## src/rtl/lms_ctrl_pkg.sv

```systemverilog
// Shared state encodings and parameter defaults for the LMS controller and its filter.
package lms_ctrl_pkg;

    localparam int LMS_NB_DATA   = 32;
    localparam int LMS_NTAPS     = 16;
    localparam int LMS_WARMUP    = 1024;
    localparam int LMS_NB_WARMUP = 16;
    localparam int LMS_LATENCY   = 2;

    typedef enum logic [2:0] {
        ST_IDLE   = 3'd0,
        ST_FLUSH  = 3'd1,
        ST_WARMUP = 3'd2,
        ST_ADAPT  = 3'd3,
        ST_FREEZE = 3'd4
    } lms_state_t;

    // States in which a sample pair may be accepted.
    function automatic logic is_streaming(input lms_state_t s);
        return (s == ST_WARMUP) || (s == ST_ADAPT) || (s == ST_FREEZE);
    endfunction

endpackage

```

## src/rtl/lms_valid_pipe.sv

```systemverilog
// Valid/tag delay line: DEPTH registers, bit k carries a tag k+1 cycles old; synchronous clear.
module lms_valid_pipe #(
    parameter int DEPTH = 3
) (
    input  logic             i_clk,
    input  logic             i_rst,
    input  logic             i_clr,
    input  logic             i_tag,
    output logic [DEPTH-1:0] o_tags
);

    always_ff @(posedge i_clk or posedge i_rst) begin
        if (i_rst) begin
            o_tags <= '0;
        end else if (i_clr) begin
            o_tags <= '0;
        end else begin
            o_tags[0] <= i_tag;
            for (int k = 1; k < DEPTH; k++) begin
                o_tags[k] <= o_tags[k-1];
            end
        end
    end

endmodule

```

## src/rtl/lms_ctrl.sv

```systemverilog
// LMS adaptive-filter sequencer: flush, warm-up, adapt/freeze, and error reporting.
// Optional sample monitor port o_samples is enabled by defining LMS_CTRL_MON_EN.
module lms_ctrl
    import lms_ctrl_pkg::*;
#(
    parameter int NB_DATA   = LMS_NB_DATA,
    parameter int NTAPS     = LMS_NTAPS,
    parameter int WARMUP    = LMS_WARMUP,
    parameter int NB_WARMUP = LMS_NB_WARMUP,
    parameter int LATENCY   = LMS_LATENCY
) (
    input  logic               i_clk,
    input  logic               i_rst,
    input  logic               i_start,
    input  logic               i_clear,
    input  logic               i_freeze,
    input  logic               i_valid,
    output logic               o_ready,
    input  logic [NB_DATA-1:0] i_d,
    input  logic [NB_DATA-1:0] i_x,
    output logic               o_fir_en,
    output logic               o_fir_adapt,
    output logic               o_fir_clr,
    output logic [NB_DATA-1:0] o_fir_d,
    output logic [NB_DATA-1:0] o_fir_x,
    input  logic [NB_DATA-1:0] i_fir_e,
    output logic [NB_DATA-1:0] o_e,
    output logic               o_valid,
    output logic [2:0]         o_state
`ifdef LMS_CTRL_MON_EN
    ,
    output logic [31:0]        o_samples
`endif
);

    localparam int NB_FLUSH = (NTAPS > 1) ? $clog2(NTAPS) : 1;
    localparam logic [NB_FLUSH-1:0]  FLUSH_LAST = NB_FLUSH'(NTAPS - 1);
    localparam logic [NB_WARMUP-1:0] WARM_LAST  = (WARMUP > 0) ? NB_WARMUP'(WARMUP - 1) : '0;
    localparam int PIPE_DEPTH = LATENCY + 1;

    // Handshake: a pair transfers on every cycle where i_valid and o_ready are both
    // high; o_ready depends on the state alone, so the source never waits on i_valid.
    lms_state_t            state;
    lms_state_t            state_nxt;
    logic [NB_FLUSH-1:0]   flush_cnt;
    logic [NB_WARMUP-1:0]  warm_cnt;
    logic                  accept;
    logic                  flush_entry;
    logic                  fir_tag;
    logic                  e_load;
    logic [PIPE_DEPTH-1:0] valid_tags;

    assign o_ready = is_streaming(state);
    assign o_state = state;
    assign accept  = i_valid & o_ready;

    always_comb begin
        state_nxt = state;
        case (state)
            ST_IDLE: begin
                if (i_start) state_nxt = ST_FLUSH;
            end
            ST_FLUSH: begin
                if (!i_clear && flush_cnt == FLUSH_LAST)
                    state_nxt = (WARMUP == 0) ? ST_ADAPT : ST_WARMUP;
            end
            ST_WARMUP: begin
                if (i_clear)
                    state_nxt = ST_FLUSH;
                else if (accept && warm_cnt == WARM_LAST)
                    state_nxt = i_freeze ? ST_FREEZE : ST_ADAPT;
            end
            ST_ADAPT: begin
                if (i_clear)       state_nxt = ST_FLUSH;
                else if (i_freeze) state_nxt = ST_FREEZE;
            end
            ST_FREEZE: begin
                if (i_clear)        state_nxt = ST_FLUSH;
                else if (!i_freeze) state_nxt = ST_ADAPT;
            end
            default: state_nxt = ST_IDLE;
        endcase
    end

    // A clear while already flushing restarts the flush and counts as a fresh entry.
    assign flush_entry = (state_nxt == ST_FLUSH) && ((state != ST_FLUSH) || i_clear);

    always_ff @(posedge i_clk or posedge i_rst) begin
        if (i_rst) begin
            state       <= ST_IDLE;
            flush_cnt   <= '0;
            warm_cnt    <= '0;
            o_fir_en    <= 1'b0;
            o_fir_adapt <= 1'b0;
            o_fir_clr   <= 1'b0;
            o_fir_d     <= '0;
            o_fir_x     <= '0;
            o_e         <= '0;
        end else begin
            state <= state_nxt;

            if (flush_entry)
                flush_cnt <= '0;
            else if (state == ST_FLUSH)
                flush_cnt <= flush_cnt + 1'b1;

            if (flush_entry)
                warm_cnt <= '0;
            else if (state == ST_WARMUP && accept)
                warm_cnt <= warm_cnt + 1'b1;

            // Flush strobes win: a pair accepted in the clear cycle still produces a
            // strobe, but it lands on the first flush cycle with zeroed data.
            if (state_nxt == ST_FLUSH) begin
                o_fir_en    <= 1'b1;
                o_fir_clr   <= 1'b1;
                o_fir_adapt <= 1'b0;
                o_fir_d     <= '0;
                o_fir_x     <= '0;
            end else begin
                o_fir_en    <= accept;
                o_fir_clr   <= 1'b0;
                o_fir_adapt <= accept && (state == ST_ADAPT);
                if (accept) begin
                    o_fir_d <= i_d;
                    o_fir_x <= i_x;
                end
            end

            if (e_load)
                o_e <= i_fir_e;
        end
    end

    assign fir_tag = o_fir_en & ~o_fir_clr;

    lms_valid_pipe #(
        .DEPTH (PIPE_DEPTH)
    ) u_valid_pipe (
        .i_clk  (i_clk),
        .i_rst  (i_rst),
        .i_clr  (flush_entry),
        .i_tag  (fir_tag),
        .o_tags (valid_tags)
    );

    assign o_valid = valid_tags[LATENCY];

    // o_e captures the filter error in the cycle the tag is LATENCY cycles old.
    generate
        if (LATENCY == 0) begin : g_load_now
            assign e_load = fir_tag;
        end else begin : g_load_tag
            assign e_load = valid_tags[LATENCY-1];
        end
    endgenerate

`ifdef LMS_CTRL_MON_EN
    always_ff @(posedge i_clk or posedge i_rst) begin
        if (i_rst)
            o_samples <= '0;
        else if (flush_entry)
            o_samples <= '0;
        else if (o_valid && o_samples != 32'hFFFF_FFFF)
            o_samples <= o_samples + 32'd1;
    end
`endif

endmodule
```

## config.mk

```make
export PLATFORM = sky130hd
export DESIGN_NAME = lms_ctrl
export DESIGN_NICKNAME = d
export VERILOG_FILES = /design/src/rtl/lms_ctrl_pkg.sv /design/src/rtl/lms_valid_pipe.sv /design/src/rtl/lms_ctrl.sv
export SDC_FILE = /design/constraint.sdc
export NUM_CORES = 1
export LEC_CHECK = 0
export CAP_MARGIN = 5
export CORE_MARGIN = 4
export CORE_UTILIZATION = 30
export DETAILED_ROUTE_END_ITERATION = 10
export GPL_TIMING_DRIVEN = 0
export PLACE_DENSITY_LB_ADDON = 0.3
export SYNTH_ARGS = -nofsm -noshare
export SYNTH_HDL_FRONTEND = slang
export SYNTH_SLANG_ARGS = --single-unit
export TNS_END_PERCENT = 50
```

## constraint.sdc

```tcl
create_clock -name i_clk -period 4.85 [get_ports i_clk]
set_input_delay 0.97 -clock i_clk [delete_from_list [all_inputs] [get_ports i_clk]]
set_output_delay 0.97 -clock i_clk [all_outputs]
set_load 0.02 [all_outputs]
```

# Word-level counts from Yosys, hierarchy flattened
# Cells that the tools add are included.
[totals]
in_bits = 102
register_bits = 125
output_inout_bits = 104
[classes]
muxes = 22
n_eq_ne = 8
n_bitwise = 3
reduce_logical = 13
add_sub_neg = 2
[op_table]
columns = ["operator", "n"]
rows = [
  ["32-bit two-way mux", 4],
  ["16-bit two-way mux", 2],
  ["3-bit two-way mux", 10],
  ["16-bit by 1-bit adder with 16-bit output, second input constant", 1],
  ["16-bit by 10-bit equality test with 1-bit output, second input constant", 1],
  ["3-bit case mux with 5 select lines", 1],
  ["4-bit two-way mux", 2],
  ["3-bit by 1-bit equality test with 1-bit output, second input constant", 2],
  ["3-bit by 2-bit equality test with 1-bit output, second input constant", 2],
  ["2-bit nonzero test", 3],
  ["1-bit logical AND", 5],
  ["4-bit by 1-bit adder with 4-bit output, second input constant", 1],
  ["4-bit equality test, second input constant", 1],
  ["3-bit equality test, second input constant", 1],
  ["3-bit logical NOT", 1],
  ["1-bit logical OR", 3],
  ["1-bit two-way mux", 3],
  ["3-bit by 1-bit != test with 1-bit output, second input constant", 1],
  ["1-bit AND", 2],
  ["1-bit logical NOT", 1],
  ["1-bit NOT", 1],
]

# Logic depth before layout (Yosys ltp)
# Gate-level depths: netlist of the first run.
[logic_depth]
depth_word = 11
mapped_depth = 8
depth_no_buf = 6

# Hierarchy
# From an unflattened synthesis of the first run, not the netlist that was laid out.
[unflattened]
cells_unflattened = 501
area_unflattened_um2 = 5181.2
[by_module_without_submodules]
columns = ["module", "instances", "area_per_inst_um2", "cells_each"]
rows = [
  ["lms_ctrl", 1, 5083.6, 494],
  ["lms_valid_pipe", 1, 97.6, 7],
]

# Worst setup path before layout of the first run
# OpenSTA, ideal clock, no wires.
[synth_timing]
kind = "reg2out"
startpoint = "register state[1] (netlist: o_state[1])"
endpoint = "output port o_ready"
slack_ns = 2.623
arrival_ns = 1.257
required_time_ns = 3.880
stages_incl_launch_ff = 4
cell_sequence = "dfrtp_1 > buf_2 > or3b_4 > nand2_1"
[synth_via]
elab_chain_len = 3
elab_cells_between_ends = 5
[synth_lines]
columns = ["item", "line", "text"]
rows = [
  ["start, declared", "lms_ctrl.sv:43", "lms_state_t state;"],
  ["start signal, assigned", "lms_ctrl.sv:100", "state <= state_nxt;"],
  ["3-bit by 2-bit equality test with 1-bit output", "lms_ctrl_pkg.sv:20", "return (s == ST_WARMUP) || (s == ST_ADAPT) || (s == ST_FREEZE);"],
  ["1-bit logical OR", "lms_ctrl_pkg.sv:20", ""],
  ["1-bit logical OR *", "lms_ctrl_pkg.sv:20", ""],
  ["end, declared", "lms_ctrl.sv:18", "output logic o_ready,"],
]
# Every way passes the cells marked *; elsewhere a longest branch is shown, timed or not.

# Worst setup path after layout of the first run
# Same ends and word-level chain as after synthesis.

==> metrics.md, run 1 <==
| Metric | Value |
|---|---|
| Initial antenna violation count | `0` |
| Clock buffer count from CTS | `17` |
| H-tree depth | `4` |
| Yosys warns | `0` |
| Global-route wire length before repair | `23,800 um` |
| Initial DRT Pass Iterations | `7` |
| Max transition margin | `0.636` |
| Wirelength per Cell | `15.4 um` |
| Reg-to-reg slack, setup | `2560 ps` |
| Mapped Area | `5130 um2` |
| Final Hold Fails | `0` |
| Gr ovfl total | `0` |
| Syn_nets | `599` |
| Unrepaired setup endpoints after global routing | `no` |
| Hold Crit Class | `register to register` |
| Synth Flop Type | `dfrtp_1` |
| Period utilization | `0.656` |
| Final net count | `824` |
| Number of inserted diodes | `0` |
| CTS Hold Buffers Added | `0` |
| # IOs | `206` |
| Syn Inst Count | `495` |
| CTS Sinks | `125` |
| Vert. Die Dim | `139 um` |
| Commonest non-fill, non-tap cells in the layout | `clkdlybuf4s50_1, nand2_1, dfrtp_1` |
| Final Setup Violations | `0` |
| Critical path arrival | `2210 ps` |
| Asr flop ratio synth | `1.00` |
| Max-cap violations | `0` |
| Layout filler cell count | `1,504` |
| Clock tree from TritonCTS | `built` |
| Sequential cell area fraction in the yosys report | `0.610` |
| Die span in x | `139 um` |
| Clk buf depth | `2` |
| VDD IR max | `0.000245 V` |
| Setup CP Type | `register to primary output` |
| Critical Path RT | `3880 ps` |
| Setup Buffers After CTS | `0` |
| Worst-path clk slew | `60 ps` |
| Post-cts sizing count | `0` |
| Vias in the first global route | `4,567` |
| Critical Path Sink Type | `primary output` |
| Power per Cell Area | `341 nW/um2` |
| Final Non-Filler Cells | `953` |
| Initial Util | `0.308` |
| Via density | `4.60` |
| Total length of routed wires | `14,700 um` |
| Slew at the pin closest to its max-slew limit | `546 ps` |
| Cell row count | `47` |
| Fraction of layout cells with a size suffix above 1 | `0.116` |
| Placed insts | `921` |
| Post-synthesis cell type count | `34` |
| Fmax | `0.314 GHz` |
| Status | `finished, final reports clean` |
| Area of the core | `16,600 um2` |
| Die ar. | `19,200 um2` |
| Final-report max-slew violation count | `0` |
| CP startpoint kind | `register` |
| Post-DRT Antenna Nets | `0` |
| Initial DRC count | `205` |
| Overall power consumption | `0.00277 W` |
| Synth Area per Inst | `10.4 um2` |
| Post-route DRC | `0` |
| Clock skew | `7.73 ps` |
| Clock period minus worst slack | `3180 ps` |
| Seq cells post-synth | `125` |
| GRT Util Overall | `0.153` |
| Largest net degree at the start of global routing | `87` |
| Port bufs | `205` |
| P_leak | `3.32 nW` |
| Worst-Skew Late Latency | `410 ps` |
| Hold WS | `457 ps` |
| Root Driver | `clkbuf_16` |
| HPWL after DPL | `10,900 um` |
| Layout area overhead | `58.4%` |
| EDFF count, synth | `0` |
| Worst-path fanout max | `10` |
| Via count | `4,386` |
| Commonest non-fill, non-tap cell in the layout | `clkdlybuf4s50_1` |
| GPL Wtd Cong | `0.824` |
==> synth_stat cells (all sizes together), types with 2 or more instances <==
master	number	area, um2
a21oi	68	344
and4	3	26.3
buf	14	85.1
clkbuf	17	63.8
dfrtp	125	3130
ha	2	25.0
inv	3	11.3
mux2	32	360
mux2i	2	20.0
nand2	141	529
nand2b	2	12.5
nand3	8	40.0
nand4	9	56.3
nor2	26	97.6
nor2b	5	31.3
nor3	4	20.0
nor4	2	12.5
o21ai	3	15.0
xnor2	4	35.0
xor2	14	123
==> per-layer routing <==
metal	vias to the layer above	track usage	part of all wire
met2	144	0.254	0.50
met4	0	0.0515	0.018
li1	2097	-	-
met3	17	0.0579	0.068
met5	-	0	0
met1	2128	0.183	0.42
==> path summary, 6_finish.rpt <==
| check | startpoint | endpoint | cells after the start |
|---|---|---|---|
| setup / recovery | o_state[1] | o_ready | 4 |
| hold / removal | o_fir_clr | u_valid_pipe.o_tags[0] | 1 |
| setup reg to reg | o_state[1] | warm_cnt[8] | 7 |
| hold reg to reg | o_fir_clr | u_valid_pipe.o_tags[0] | 1 |
| max in group asynchronous | i_rst | o_fir_d[12] | 3 |
| min in group asynchronous | i_rst | o_e[16] | 2 |
==> stage by stage <==
step / util / area (um2) / setup WS (ps) / TNS (ps)
2_1_floorplan: - / 5130 / 552 / 0
3_3_place_gp: 0.448 / 7450 / -1180 / -146280
3_5_place_dp: 0.450 / 7490 / 1770 / 0
4_1_cts: 0.488 / 8120 / 1650 / 0
5_1_grt: 0.488 / 8120 / 1590 / 0
6_report: 0.488 / 8120 / 1670 / 0
==> kinds of logic (layout without fill, tap and decap cells) <==
kind of cell / count (synthesis) / after routing / share of synthesized area
and+or+nand+nor: 206 / 206 / 0.171
adders and majority gates: 2 / 2 / 0.00488
AOI/OAI and AO/OA: 76 / 76 / 0.0781
buffers and inverters: 34 / 272 / 0.0312
xor gates and xnor gates: 18 / 18 / 0.0307
muxes: 34 / 34 / 0.0742
DFF: 125 / 125 / 0.610
==> layout make-up <==
cell class                 count  area [um2]  share of cell area
clock buffer                  17         425              0.0524
inverter                       3        16.3             0.00200
tap                          220         275              0.0339
sequential                   125        3130               0.385
multi-input combinational    336        1840               0.226
clock inverter                15         210              0.0259
buffer                        31         149              0.0183
timing repair buffer         206        2080               0.256
==> sequential cells by signal, indices dropped and copies added, names as in the netlist <==
name,flops
u_valid_pipe.o_tags,3
o_fir_d,32
warm_cnt,16
flush_cnt,4
o_fir_en,1
o_fir_adapt,1
o_e,32
o_fir_x,32
o_state,3
o_fir_clr,1
==> where the power goes <==
part | switching (W) | total, W | internal, W
sequential | 0.0000227 | 0.00111 | 0.00109
combinational | 0.000125 | 0.000304 | 0.000179
clock | 0.000486 | 0.00135 | 0.000868
total | 0.000634 | 0.00277 | 0.00213
==> worst max-delay path, stage by stage (launching register included) <==
cell and delay, ps:
dfrtp_1 400, buf_2 190, or3b_4 440, nand2_1 130
clkdlybuf4s50_1 640
Note: power is estimated with default switching activity, not from simulation.
==> inputs of run 2 (changes only) <==
- clock period: 4.85 -> 3.3 ns (I/O delays scaled with it)
==> metrics.md, run 2 (same netlist as run 1, synthesis figures left out) <==
| Metric | Value |
|---|---|
| Internal power | `0.00308 W (+44%)` |
| # IOs | `206 (unchanged)` |
| Clock buffer count from CTS | `17 (unchanged)` |
| Vert. Die Dim | `139 um (unchanged)` |
| P_leak | `3.32 nW (about the same)` |
| Commonest non-fill, non-tap cells in the layout | `clkdlybuf4s50_1, nand2_1, dfrtp_1` |
| VDD IR max | `0.000366 V (+50%)` |
| Initial DRC count | `242 (+18%)` |
| Critical Path RT | `2640 ps (-1240 ps)` |
| Total length of routed wires | `14,800 um (+0.73%)` |
| Combinational Power Share | `0.115 (+0.005)` |
| Setup CP Type | `register to primary output` |
| Final net count | `826 (+0.24%)` |
| Layout area overhead | `58.0%` |
| Via density | `4.59 (-0.31%)` |
| Clock tree from TritonCTS | `built` |
| Setup Buffers After CTS | `0 (unchanged)` |
| Cell row count | `47 (unchanged)` |
| Commonest non-fill, non-tap cell in the layout | `clkdlybuf4s50_1` |
| Die span in x | `139 um (unchanged)` |
| Vias in the first global route | `4,572 (+0.11%)` |
| Wirelength per Cell | `15.5 um (+0.62%)` |
| GR Util met1 | `0.182 (-0.00106)` |
| Setup TNS | `0 ps (unchanged)` |
| Worst-path clk slew | `50 ps (about the same)` |
| Post-route DRC | `0 (unchanged)` |
| Sw Share | `0.214 (-0.0151)` |
| Critical Path Slowest Stage Cell | `clkdlybuf4s50_1` |
| H-tree depth | `4 (unchanged)` |
| Final-report max-slew violation count | `0 (unchanged)` |
| Max-cap violations | `0 (unchanged)` |
| Met3 Resource Use GR | `0.0500 (-0.00793)` |
| Worst path max stage delay | `630 ps (about the same)` |
| Period utilization | `0.873` |
| Critical path arrival | `2220 ps (about the same)` |
| Gr ovfl total | `0 (unchanged)` |
| HPWL after DPL | `11,100 um (+1.9%)` |
| CTS Sinks | `125 (unchanged)` |
| Die ar. | `19,200 um2 (unchanged)` |
| Fraction of layout cells with a size suffix above 1 | `0.112 (-0.00425)` |
| Final Setup Violations | `0 (unchanged)` |
| Largest net degree at the start of global routing | `43 (-51%)` |
| Worst-path fanout max | `10 (unchanged)` |
| Hold Crit Class | `register to register` |
| CTS Hold Buffers Added | `0 (unchanged)` |
| Clock skew | `9.30 ps (+1.57 ps)` |
| GPL Wtd Cong | `0.799 (-3.1%)` |
| Largest registers | `o_e x32, o_fir_d x32, o_fir_x x32` |
| Overall power consumption | `0.00392 W (+42%)` |
| Slew at the pin closest to its max-slew limit | `543 ps (-2.28 ps)` |
| Post-DRT Antenna Nets | `0 (unchanged)` |
| Status | `finished, final reports clean` |
| Initial Util | `0.308 (unchanged)` |
| Number of inserted diodes | `0 (unchanged)` |
| Worst slack, placed | `558 ps (-1210 ps)` |
| Power per Cell Area | `484 nW/um2 (+42%)` |
| Fin worst setup slack | `418 ps (-1250 ps)` |
| Psw | `0.000839 W (+32%)` |
| Port bufs | `205 (unchanged)` |
| GRT Util Overall | `0.153 (+0.000523)` |
| Flop pwr share | `0.417 (+0.016)` |
| Root Driver | `clkbuf_16` |
| Initial DRT Pass Iterations | `4 (-3)` |
| Critical Path Sink Type | `primary output` |
| Crit-path cells | `buf_2 -> or3b_4 -> nand2_1 -> clkdlybuf4s50_1` |
| Area of the core | `16,600 um2 (unchanged)` |
| Initial antenna violation count | `0 (unchanged)` |
| Utilization after layout | `0.487 (-0.00128)` |
| Hold WS | `437 ps (-20.4 ps)` |
| GR Layer Usage met2 | `0.265 (+0.0105)` |
| Most used routing layer | `met2` |
| Fmax | `0.347 GHz` |
| Post-cts sizing count | `0 (unchanged)` |
| Max transition margin | `0.638 (+0.00152)` |
| Via count | `4,377 (-0.21%)` |
| CP startpoint kind | `register` |
| Unrepaired setup endpoints after global routing | `no` |
| Clk buf depth | `2 (unchanged)` |
| Global-route wire length before repair | `24,000 um (+0.70%)` |
| Final Hold Fails | `0 (unchanged)` |
| Clock period minus worst slack | `2880 ps` |
| Clock power share | `0.468 (-0.021)` |
| Worst-Skew Late Latency | `400 ps (about the same)` |
[run 2: per-layer routing]
| layer | wire, um | up-vias |
|---|---|---|
| met5 | 0 | - |
| met3 | 944 | 16 |
| met1 | 6150 | 2119 |
| met2 | 7480 | 145 |
| li1 | - | 2097 |
| met4 | 201 | 0 |
[run 2: final timing paths]
kind / start / cells past startpoint / slack, ps / to
max in group asynchronous: i_rst / 4 / 2040 / o_fir_x[12]
worst min register to register: o_fir_clr / 1 / 440 / u_valid_pipe.o_tags[0]
min in group asynchronous: i_rst / 2 / 520 / o_e[12]
worst min-delay path: o_fir_clr / 1 / 440 / u_valid_pipe.o_tags[0]
worst max-delay path: o_state[0] / 4 / 420 / o_ready
worst max register to register: o_state[0] / 7 / 1110 / flush_cnt[1]
[run 2: critical path: cells and delay by family (launching register included)]
kind	cells	cell delay, ps
AND/OR/NAND/NOR	2	560
buffers and inverters	2	830
flip-flops	1	430
[run 2: final cells by class]
class,instances,area (um2)
tap,220,275
timing repair buffer,208,2110
clock inverter,8,115
multi-input combinational,336,1840
fill,1505,8540
inverter,3,15.0
buffer,31,149
clock buffer,23,468
sequential,125,3130
[run 2: per-stage QoR]
stage | instances | area (um2)
finish | 954 | 8100
global route | 954 | 8100
CTS | 954 | 8100
detailed placement | 923 | 7520
global placement | 920 | 7460
floorplan | 495 | 5130
[run 2: power by group through the flow]
stage | combinational, W | sequential, W | clock (W)
after floorplan | 0.0000901 | 0.00174 | 0
after global placement | 0.000443 | 0.00166 | 0
after detailed placement | 0.000458 | 0.00166 | 0
after CTS | 0.000459 | 0.00163 | 0.00189
after global routing | 0.000478 | 0.00164 | 0.00195
final | 0.000452 | 0.00163 | 0.00184
==> inputs of run 3 (changes only) <==
- clock period: 3.3 -> 3.55 ns (I/O delays scaled with it)
==> results of run 3 <==
The final DEF is identical to that of run 2. Status: finished, final reports clean.
Main changes from that run: setup slack after placement 558 ps -> 758 ps; setup slack after layout 418 ps -> 618 ps; register-to-register setup slack 1110 ps -> 1360 ps; total power 0.00392 W -> 0.00365 W; worst IR drop on VDD 0.000366 V -> 0.000340 V
